`src/rtl/shot_clock_pkg.sv`:
```
// Shared types and segment patterns for the shot-clock display slice.
// Segment patterns are active-high, bit order {g,f,e,d,c,b,a}.
package shot_clock_pkg;

  typedef enum logic [1:0] {
    ST_IDLE  = 2'd0,
    ST_RUN   = 2'd1,
    ST_FLASH = 2'd2,
    ST_HOLD  = 2'd3
  } state_t;

  localparam logic [6:0] SEG_0     = 7'h3F;
  localparam logic [6:0] SEG_1     = 7'h06;
  localparam logic [6:0] SEG_2     = 7'h5B;
  localparam logic [6:0] SEG_3     = 7'h4F;
  localparam logic [6:0] SEG_4     = 7'h66;
  localparam logic [6:0] SEG_5     = 7'h6D;
  localparam logic [6:0] SEG_6     = 7'h7D;
  localparam logic [6:0] SEG_7     = 7'h07;
  localparam logic [6:0] SEG_8     = 7'h7F;
  localparam logic [6:0] SEG_9     = 7'h6F;
  localparam logic [6:0] SEG_DASH  = 7'h40;
  localparam logic [6:0] SEG_BLANK = 7'h00;

endpackage

```
`src/rtl/shot_clock_display_decode.sv`:
```
// Combinational BCD to active-high seven-segment pattern.
// Codes above 9 show a dash so a corrupted timer digit is visible.
module seven_seg_decode
  import shot_clock_pkg::*;
(
  input  logic [3:0] digit,
  output logic [6:0] pattern
);

  always_comb begin
    pattern = SEG_DASH;
    case (digit)
      4'd0: pattern = SEG_0;
      4'd1: pattern = SEG_1;
      4'd2: pattern = SEG_2;
      4'd3: pattern = SEG_3;
      4'd4: pattern = SEG_4;
      4'd5: pattern = SEG_5;
      4'd6: pattern = SEG_6;
      4'd7: pattern = SEG_7;
      4'd8: pattern = SEG_8;
      4'd9: pattern = SEG_9;
      default: pattern = SEG_DASH;
    endcase
  end

endmodule

```
`src/rtl/shot_clock_display.sv`:
```
// Two-digit multiplexed display for the shot-clock countdown: leading-zero
// blanking while running, flashing "00" with buzzer on expiry, then a steady hold.
module shot_clock_display
  import shot_clock_pkg::*;
#(
  parameter int REFRESH_DIV  = 50000,
  parameter int FLASH_DIV    = 25000000,
  parameter int FLASH_CYCLES = 6,
  parameter bit SEG_ACT_LOW  = 1'b1
) (
  input  logic       clk,
  input  logic       rst,
  input  logic [3:0] msb,
  input  logic [3:0] lsb,
  input  logic       load,
  output logic [6:0] seg,
  output logic [1:0] an,
  output logic       expired,
  output logic       buzzer
);

  localparam int RW = (REFRESH_DIV > 1) ? $clog2(REFRESH_DIV) : 1;
  localparam int FW = (FLASH_DIV > 1) ? $clog2(FLASH_DIV) : 1;
  localparam int PW = (FLASH_CYCLES > 1) ? $clog2(FLASH_CYCLES) : 1;
  localparam logic [RW-1:0] REFRESH_LAST = RW'(REFRESH_DIV - 1);
  localparam logic [FW-1:0] FLASH_LAST   = FW'(FLASH_DIV - 1);
  localparam logic [PW-1:0] FLIP_LAST    = PW'(FLASH_CYCLES - 1);
  localparam logic [6:0]    SEG_OFF      = SEG_ACT_LOW ? 7'h7F : 7'h00;

  state_t          state;
  logic [3:0]      msb_q, lsb_q;
  logic            zero_prev;
  logic [RW-1:0]   refresh_cnt;
  logic [FW-1:0]   flash_cnt;
  logic [PW-1:0]   flip_cnt;
  logic            flash_on;
  logic            cnt_zero;
  logic [1:0]      an_next;
  logic [3:0]      digit_sel;
  logic [6:0]      digit_pat;
  logic [6:0]      seg_hi;

  assign cnt_zero  = (msb_q == 4'd0) && (lsb_q == 4'd0);
  assign an_next   = (refresh_cnt == REFRESH_LAST) ? {an[0], an[1]} : an;
  assign digit_sel = an_next[1] ? msb_q : lsb_q;
  assign expired   = (state == ST_FLASH) || (state == ST_HOLD);
  assign buzzer    = (state == ST_FLASH) && flash_on;

  seven_seg_decode u_decode (
    .digit   (digit_sel),
    .pattern (digit_pat)
  );

  // The pattern is chosen for the slot that becomes active at this edge, so seg and an stay aligned.
  always_comb begin
    seg_hi = SEG_BLANK;
    case (state)
      ST_FLASH: seg_hi = flash_on ? SEG_0 : SEG_BLANK;
      ST_HOLD:  seg_hi = SEG_0;
      default:  seg_hi = (an_next[1] && (msb_q == 4'd0)) ? SEG_BLANK : digit_pat;
    endcase
  end

  always_ff @(posedge clk) begin
    if (!rst) begin
      msb_q       <= 4'd0;
      lsb_q       <= 4'd0;
      zero_prev   <= 1'b0;
      refresh_cnt <= '0;
      an          <= 2'b01;
      seg         <= SEG_OFF;
    end else begin
      msb_q       <= msb;
      lsb_q       <= lsb;
      zero_prev   <= cnt_zero;
      refresh_cnt <= (refresh_cnt == REFRESH_LAST) ? '0 : refresh_cnt + 1'b1;
      an          <= an_next;
      seg         <= SEG_ACT_LOW ? ~seg_hi : seg_hi;
    end
  end

  // A reload wins over everything; expiry fires only on the edge where the count first reads 00.
  always_ff @(posedge clk) begin
    if (!rst) begin
      state     <= ST_IDLE;
      flash_cnt <= '0;
      flip_cnt  <= '0;
      flash_on  <= 1'b0;
    end else if (load) begin
      state <= ST_RUN;
    end else begin
      case (state)
        ST_IDLE: if (!cnt_zero) state <= ST_RUN;
        ST_RUN: begin
          if (cnt_zero && !zero_prev) begin
            state     <= ST_FLASH;
            flash_cnt <= '0;
            flip_cnt  <= '0;
            flash_on  <= 1'b1;
          end
        end
        ST_FLASH: begin
          if (flash_cnt == FLASH_LAST) begin
            flash_cnt <= '0;
            flash_on  <= ~flash_on;
            if (flip_cnt == FLIP_LAST) begin
              state    <= ST_HOLD;
              flip_cnt <= '0;
            end else begin
              flip_cnt <= flip_cnt + 1'b1;
            end
          end else begin
            flash_cnt <= flash_cnt + 1'b1;
          end
        end
        ST_HOLD: state <= ST_HOLD;
        default: state <= ST_IDLE;
      endcase
    end
  end

endmodule

```
`config.mk`:
```
export PLATFORM = sky130hd
export DESIGN_NAME = shot_clock_display
export DESIGN_NICKNAME = d
export VERILOG_FILES = /design/src/rtl/shot_clock_pkg.sv /design/src/rtl/shot_clock_display_decode.sv /design/src/rtl/shot_clock_display.sv
export SDC_FILE = /design/constraint.sdc
export NUM_CORES = 1
export LEC_CHECK = 0
export ABC_CLOCK_PERIOD_IN_PS = 4400
export BUFFER_PORTS_ARGS = -buffer_cell sky130_fd_sc_hd__clkbuf_2
export CORE_MARGIN = 10
export CORE_UTILIZATION = 40
export CTS_CLUSTER_DIAMETER = 100
export DETAILED_ROUTE_END_ITERATION = 6
export PLACE_DENSITY_LB_ADDON = 0.1
export REMOVE_ABC_BUFFERS = 1
export SETUP_SLACK_MARGIN = 0.5
export SYNTH_ARGS = -nofsm -noshare
export SYNTH_HDL_FRONTEND = slang
export SYNTH_SLANG_ARGS = --single-unit
export TNS_END_PERCENT = 30
```
`constraint.sdc`:
```
create_clock -name clk -period 4.4 [get_ports clk]
set_input_delay 0.44 -clock clk [delete_from_list [all_inputs] [get_ports clk]]
set_output_delay 0.44 -clock clk [all_outputs]
set_load 0.005 [all_outputs]
```
Word-level counts from Yosys, hierarchy flattened
Memories as Yosys holds them, arrays and structs flattened.
Cells that the tools add are included.
Widths: inputs -> output; s select.
{"block": "op_classes", "n_reduce_logical": 16, "add_sub_neg": 3, "n_eq_ne": 14, "bitwise": 4, "mux": 21}
{"operator": "$mux 25", "n": 2}
{"operator": "$pmux 25 s2", "n": 1}
{"operator": "$add 25x1->25 const B", "n": 1}
{"operator": "$eq 25x25->1 const B", "n": 1}
{"operator": "$add 16x1->16 const B", "n": 1}
{"operator": "$eq 16x16->1 const B", "n": 1}
{"operator": "$pmux 7 s2", "n": 1}
{"operator": "$reduce_and 4->1", "n": 3}
{"operator": "$mux 2", "n": 5}
{"operator": "$mux 3", "n": 3}
{"operator": "$logic_not 4->1", "n": 2}
{"operator": "$pmux 2 s4", "n": 1}
{"operator": "$mux 7", "n": 1}
{"operator": "$not 7->7", "n": 1}
{"operator": "$mux 6", "n": 1}
{"operator": "$ne 3x2->1 const B", "n": 2}
{"operator": "$ne 3x3->1 const B", "n": 2}
{"operator": "$pmux 3 s2", "n": 1}
{"operator": "$eq 2x2->1 const B", "n": 2}
{"operator": "$logic_and 1x1->1", "n": 4}
{"operator": "$mux 4", "n": 1}
{"operator": "$ne 2x1->1 const B", "n": 2}
{"operator": "$ne 2x2->1 const B", "n": 2}
{"operator": "$reduce_or 2->1", "n": 2}
{"operator": "11 further kinds", "n": 15}
{"block": "totals", "mem_count": 1, "output_inout_bits": 11, "in_bits": 11, "wordCells": 71, "mem_bits_ro": 112, "regBits": 65}
{"memory": "(no name shown)", "words": 16, "word_bits": 7, "read_ports": 1, "rd_clocked_by_memory_dff": 0, "write_ports": 0, "line": "shot_clock_display_decode.sv:12", "text": "case (digit)"}

Depth between registers and ports, before layout
Gate-level depths: netlist (run 1).
An unclocked memory read counts as a cell.
{"block": "logic_depth", "ltp_word": 7, "ltp_mapped": 12, "depth_no_buf": 11}

By module
Synthesis (run 1) repeated with hierarchy kept, for this count alone.
{"block": "unflattened", "cells_unflattened": 360, "hier_area_um2": 3124.2}
{"mod": "shot_clock_display", "area_per_inst_um2": 2891.5, "instances": 1, "cells_each": 331}
{"mod": "seven_seg_decode", "area_per_inst_um2": 232.7, "instances": 1, "cells_each": 29}

Least setup slack after synthesis (run 1)
No wires, ideal clock.
{"block": "synth_timing", "kind": "reg2reg", "start": "register refresh_cnt[0]", "end": "register seg[4]", "path_stages_with_launch": 12, "arrival_time_ns": 2.425, "synth_period_minus_slack_ns": 2.539, "path_buffers": 1, "path_slack_ns": 1.861, "setup_time_ns": 0.114, "path_cell_list": "dfxtp_1 > ha_1 > and3_1 > nand4_1 > mux2i_1 > buf_6 > mux2i_1 > ha_1 > a21oi_1 > o211ai_1 > o21ai_0 > a21o_1"}
{"block": "synth_between", "elab_chain_cells": 7, "word_cells_on_any_way": 8, "classes_between": "eq/ne: 1; mux: 4; bitwise: 1; reduce/logical: 1; memory: 1"}
{"element": "start: declaration", "line": "shot_clock_display.sv:33", "text": "logic [RW-1:0] refresh_cnt;"}
{"element": "start signal: assignment", "line": "shot_clock_display.sv:76", "text": "refresh_cnt <= (refresh_cnt == REFRESH_LAST) ? '0 : refresh_cnt + 1'b1;"}
{"element": "$eq 16x16->1 (*)", "line": "shot_clock_display.sv:44", "text": "assign an_next = (refresh_cnt == REFRESH_LAST) ? {an[0], an[1]} : an;"}
{"element": "$mux 2 (*)", "line": "shot_clock_display.sv:44"}
{"element": "$mux 4", "line": "shot_clock_display.sv:45", "text": "assign digit_sel = an_next[1] ? msb_q : lsb_q;"}
{"element": "$mem_v2 16x7"}
{"element": "$mux 7 (*)", "line": "shot_clock_display.sv:60", "text": "default: seg_hi = (an_next[1] && (msb_q == 4'd0)) ? SEG_BLANK : digit_pat;"}
{"element": "$pmux 7 s2 (*)", "line": "shot_clock_display.sv:57", "text": "case (state)"}
{"element": "$not 7->7 (*)", "line": "shot_clock_display.sv:78", "text": "seg <= SEG_ACT_LOW ? ~seg_hi : seg_hi;"}
{"element": "end signal: assignment", "line": "shot_clock_display.sv:78"}
{"element": "end: declaration", "line": "shot_clock_display.sv:16", "text": "output logic [6:0] seg,"}
Every way passes the cells marked *; elsewhere a longest branch is shown, timed or not.
A chain may end at the register's enable or synchronous reset.

Worst setup path after layout (run 1)
Same ends and word-level chain as after synthesis.

==> results.py, run 1 <==
metrics = {
    "run_status": {
        "status": "finished clean",
    },
    "clock_network": {
        "cts_inserted_buffers": 9,
        "cts_tree": "done",
        "path_clk_slew_ns": 0.07,
        "post_cts_buffers": 0,
        "cts_hold_repair.buffers": 0,
        "insertion_delay_ns": 0.34,
        "ctsResizeCount": 0,
        "h-tree-depth": 3,
        "root_buffer": "clkbuf_8",
        "cts_buffer_depth": 2,
        "cts.sinks": 65,
    },
    "global_route": {
        "global_route.usage.met2": 0.153,
        "grt_usage": 0.104,
        "grt_max_degree": 26,
        "met1_usage": 0.133,
        "grtUsageMet3": 0.0383,
        "grt.busiest_layer": "met2",
        "grt_pass1_wl_um": 9840,
        "antenna_found_initial": 0,
        "grt.overflow.total": 0,
        "grt_pass1_vias": 2110,
    },
    "drt": {
        "totalWireLength_um": 5770,
        "wl_per_cell_um": 12.5,
        "vias": 2250,
        "drtPass1Iterations": 4,
        "antenna_left": 0,
        "route.detailed.drc": 0,
        "vias_per_cell": 4.86,
        "drtIter0Drc": 94,
    },
    "die": {
        "std_cell_rows": 31,
        "die_h_um": 108,
        "start_util": 0.417,
        "die_area_sq_um": 11600,
        "ioPinCount": 22,
        "die_w_um": 108,
        "core-area_sq_um": 7370,
    },
    "timing": {
        "setup_violations": 0,
        "final-hold-violation-count": 0,
        "tns_ns": 0,
        "fmaxAchievable_mhz": 357,
        "rsz0062_at_grt": "false",
        "skew_ns": 0.00422,
        "slew_violations": 0,
        "fin_crit_ns": 2.80,
        "maxSlewHeadroom": 0.566,
        "tightest_slew_ns": 0.646,
        "period_share": 0.637,
    },
    "worst_setup_path": {
        "regToRegSetupSlack_ns": 1.60,
        "endpoint_kind": "register",
        "crit_required_ns": 4.64,
        "r2r-end": "seg[4]$_SDFF_PN1_",
        "cp-startpoint": "refresh_cnt[0]$_SDFF_PP0_",
        "r2r_start": "refresh_cnt[0]$_SDFF_PP0_",
        "cp_max_fo": 11,
        "crit_arrival_ns": 3.04,
        "r2r_cells": 11,
        "crit_path_start_kind": "register",
        "worstSetupPathType": "register to register",
        "cp-endpoint": "seg[4]$_SDFF_PN1_",
    },
    "cells_and_area": {
        "drive_gt1_frac": 0.140,
        "fin_nets": 382,
        "antenna_cells": 0,
        "syn2layout_area_growth_pct": 11.9,
        "n_fill_cell": 739,
    },
    "yosys": {
        "synth_common_cells": "65 x dfxtp_1, 47 x nor2_1, 24 x xor2_1",
        "synth.most_common_cell": "dfxtp_1",
        "synth_cell_type_count": 53,
        "syn-cell-area_sq_um": 3070,
        "yosysTopAreaCell": "dfxtp_1",
        "synth.area.top_cells": "dfxtp_1 42%, xor2_1 6.8%, nor2_1 5.7%",
        "synth-seq-cells": 65,
        "syn_avg_cell_area_sq_um": 9.25,
        "synth_edf_count": 0,
        "synthCells": 332,
        "synth_ff_type": "dfxtp_1",
        "synth_top_area_frac": 0.424,
        "synth_warnings": 0,
        "seq_area_frac_synth": 0.424,
        "ys_async_sr_fraction": 0,
    },
    "place": {
        "place_hpwl_um": 4140,
        "portBuffers": 21,
        "gp_congestion": 0.817,
    },
    "pwr": {
        "power_uw": 1160,
        "powerDensity_nw_per_um2": 338,
        "leakagePower_uw": 0.00138,
        "peakVddDrop_uv": 206,
    },
    "flow_run": {
        "drv_cap": 0,
    },
    "worst_hold_path": {
        "hold_path.class": "primary input to register",
    },
}
## layout make-up
| class | instances | area [sq um] | area share |
|---|---|---|---|
| Inverter | 12 | 45.0 | 0.0131 |
| Tap cell | 99 | 124 | 0.0360 |
| Clock buffer | 13 | 159 | 0.0462 |
| Sequential cell | 65 | 1300 | 0.379 |
| Multi-Input combinational cell | 249 | 1680 | 0.489 |
| Timing Repair Buffer | 22 | 113 | 0.0328 |
| Clock inverter | 3 | 15.0 | 0.00437 |
## worst min-delay path by stage
stage,from,endpoint,slack (ns),cells past startpoint
after detailed placement,refresh_cnt[0]$_SDFF_PP0_,refresh_cnt[0]$_SDFF_PP0_,0.47,1
after floorplan,refresh_cnt[0]$_SDFF_PP0_,refresh_cnt[0]$_SDFF_PP0_,0.44,1
final,lsb[2],lsb_q[2]$_SDFF_PN0_,0.30,2
after CTS,lsb[2],lsb_q[2]$_SDFF_PN0_,0.29,2
after global placement,refresh_cnt[0]$_SDFF_PP0_,refresh_cnt[0]$_SDFF_PP0_,0.46,1
after global routing,lsb[2],lsb_q[2]$_SDFF_PN0_,0.29,2
## through the flow
stage / utilization / cells / setup WS, ns / area (sq um) / hold WS [ns]
6_report: 0.466 / 463 / 1.60 / 3440 / 0.304
3_3_place_gp: 0.443 / 447 / 1.74 / 3260 / 0.461
3_5_place_dp: 0.443 / 447 / 1.60 / 3260 / 0.470
4_1_cts: 0.466 / 463 / 1.59 / 3440 / 0.286
2_1_floorplan: - / 326 / 1.56 / 3030 / 0.442
5_1_grt: 0.466 / 463 / 1.23 / 3440 / 0.289
## per-layer routing
| layer | vias to the layer above | part of all wire |
|---|---|---|
| li1 | 1194 | - |
| met1 | 1025 | 0.52 |
| met2 | 21 | 0.43 |
| met3 | 10 | 0.034 |
| met4 | 0 | 0.015 |
| met5 | - | 0 |
## registers in the layout, indices dropped and copies added (netlist names)
register / count
flip_cnt: 3
lsb_q: 4
flash_on: 1
msb_q: 4
state: 2
flash_cnt: 25
seg: 7
refresh_cnt: 16
an: 2
zero_prev: 1
## kinds of logic after synthesis
family          share of synthesized area
flops                               0.424
mux                                0.0395
fa+ha+maj                          0.0489
buf+inv                            0.0293
xor+xnor                           0.0969
simple gates                        0.290
compound gates                     0.0713
## worst max-delay path, cell delays in order, from the launching register on
cell and delay (ns):
dfxtp_1 0.39, ha_1 0.22, and3_1 0.21, nand4_1 0.21
mux2i_1 0.21, buf_4 0.20, mux2i_1 0.45, ha_1 0.28
a21oi_1 0.08, o211ai_1 0.17, o21ai_0 0.11, a21o_1 0.18
## report_power, final
group | internal, uW | total, uW | switching, uW
Clock | 233 | 448 | 216
Sequential | 606 | 620 | 14.0
Combinational | 40.4 | 95.0 | 54.5
Total | 879 | 1160 | 284
## placed cells by master (no fill, tap or decap), types with 3 or more instances in the layout
master    netlist  routed
dfxtp_1        65      65
a21oi_1        10      10
o21ai_0        10      10
nand4_1        10      10
xnor2_1        10      10
ha_1           12      12
mux2i_1        11      11
nand2_1        21      21
nand3_1        18      18
xor2_1         24      24
nor2_1         47      47
clkbuf_8        0      11
clkbuf_2        0      21
or3_1           5       5
and3_1         11      11
nor3_1          5       5
clkinv_2        0       3
nor4_4          3       3
and2_1         11      11
inv_1          12      12
nor2b_1         3       3
o31ai_1         3       3
No activity file was read; power rests on OpenSTA's default activity.
==> inputs of run 2 (changes only) <==
- ABC_CLOCK_PERIOD_IN_PS: 4400 -> 2300
- clock period: 4.4 -> 2.3 ns (I/O delays scaled with it)
==> run 2 against run 1 <==
  * Hold slack got worse by 0.22 ns
  * Clock power rose by 120%
  * Non-clock buffer count rose by 38
  * Cell area rose by 16%
  * Maximum frequency rose by 27%
  * Largest power group unchanged
==> results.py, run 2 (synthesis results as in run 1) <==
metrics = {
    "die": {
        "die_w_um": 108,
        "die_area_sq_um": 11600,
        "std_cell_rows": 31,
        "die_h_um": 108,
        "ioPinCount": 22,
        "start_util": 0.417,
        "core-area_sq_um": 7370,
    },
    "worst_setup_path": {
        "r2r_cells": 11,
        "cp_max_fo": 4,
        "crit_required_ns": 2.53,
        "crit_path_start_kind": "register",
        "crit_arrival_ns": 2.43,
        "endpoint_kind": "register",
        "worstSetupPathType": "register to register",
    },
    "drt": {
        "route.detailed.drc": 0,
        "drtIter0Drc": 74,
        "vias_per_cell": 4.93,
        "vias": 2469,
        "totalWireLength_um": 6330,
        "drtPass1Iterations": 4,
        "wl_per_cell_um": 12.6,
        "antenna_left": 0,
    },
    "pwr": {
        "leakagePower_uw": 0.00159,
        "power_uw": 2420,
        "powerDensity_nw_per_um2": 608,
        "peakVddDrop_uv": 342,
    },
    "timing": {
        "final-hold-violation-count": 0,
        "tightest_slew_ns": 0.547,
        "tns_ns": 0,
        "slew_violations": 0,
        "skew_ns": 0.0147,
        "fmaxAchievable_mhz": 454,
        "period_share": 0.958,
        "hold_slack_ns": 0.0892,
        "fin_crit_ns": 2.20,
        "setup_violations": 0,
        "maxSlewHeadroom": 0.635,
        "rsz0062_at_grt": "true",
    },
    "worst_hold_path": {
        "hold_path.class": "primary input to register",
        "holdPathStages": 2,
    },
    "place": {
        "portBuffers": 21,
        "gp_congestion": 0.784,
        "place_hpwl_um": 4310,
        "dp_cells": 474,
    },
    "cells_and_area": {
        "layout.cells.non_filler": 501,
        "largest_reg_flops": 25,
        "final_common_cell": "dfxtp_1",
        "seqCellArea_sq_um": 1320,
        "fin_nets": 420,
        "top_register": "flash_cnt",
        "final_cell_mix": "54 x dfxtp_1, 45 x nor2_1, 35 x buf_4",
        "multi_input_area_sq_um": 1880,
        "antenna_cells": 0,
        "reg_top3": "flash_cnt: 25 flops, refresh_cnt: 16 flops, seg: 7 flops",
        "drive_gt1_frac": 0.316,
        "n_fill_cell": 665,
        "syn2layout_area_growth_pct": 29.8,
        "fin_util": 0.541,
    },
    "clock_network": {
        "insertion_delay_ns": 0.34,
        "cts_hold_repair.buffers": 0,
        "cts.sinks": 65,
        "cts_buffer_depth": 2,
        "cts_tree": "done",
        "path_clk_slew_ns": 0.08,
        "cts_inserted_buffers": 9,
        "root_buffer": "clkbuf_8",
        "h-tree-depth": 3,
    },
    "flow_run": {
        "drv_cap": 0,
    },
    "global_route": {
        "grt_usage": 0.113,
        "grt_pass1_vias": 2342,
        "antenna_found_initial": 0,
        "grt.overflow.total": 0,
        "grt_pass1_wl_um": 10700,
        "grt_max_degree": 26,
    },
    "run_status": {
        "status": "finished clean",
    },
}
## run 2: repair_timing
item | CTS | global route
endpoints found under the setup margin | 39 | 40
pin swaps | 16 | 15
gates resized for setup | 36 | 24
buffers inserted | 9 | 2
## run 2: layer usage
metal	part of all wire	GRT usage	wire (um)
met1	0.49	0.139	3100
met2	0.45	0.177	2880
met3	0.041	0.0341	259
met4	0.013	0.0468	85
met5	0	0	0
## run 2: final timing paths
kind	startpoint	end	slack, ns
max	refresh_cnt[1]$_SDFF_PP0_	seg[4]$_SDFF_PN1_	0.1
min	msb[1]	msb_q[1]$_SDFF_PN0_	0.09
max reg2reg	refresh_cnt[1]$_SDFF_PP0_	seg[4]$_SDFF_PN1_	0.1
min reg2reg	flip_cnt[2]$_SDFFE_PN0P_	flip_cnt[2]$_SDFFE_PN0P_	0.50
## run 2: worst max-delay path, cell delays in order, from the launching register on
cell	delay [ns]
dfxtp_2	0.35
ha_4	0.13
and3_4	0.16
nand4_1	0.13
mux2i_1	0.18
buf_4	0.18
mux2i_4	0.32
ha_4	0.19
a21oi_2	0.05
o211ai_1	0.17
o21ai_1	0.09
a21o_1	0.15
## run 2: cell type report
cell class / count / area share
well taps: 99 / 0.0311
clock buffers: 11 / 0.0355
repair buffers: 60 / 0.106
multi-input cells: 249 / 0.472
clock inverters: 5 / 0.0138
inverters: 12 / 0.0119
flip-flops and latches: 65 / 0.330
## run 2: through the flow
| step | area, sq um | setup slack, ns |
|---|---|---|
| final | 3990 | 0.0968 |
| after floorplan | 3030 | -0.537 |
| after detailed placement | 3480 | -0.110 |
| after global routing | 3990 | -0.0974 |
| after CTS | 3880 | 0.101 |
| after global placement | 3480 | -0.0264 |
## run 2: report_power, final
part	internal [uW]	leakage, uW	switching [uW]
sequential	1160	0.000534	29.9
clock	527	0.0000953	438
combinational	133	0.000958	134
total	1820	0.00159	602
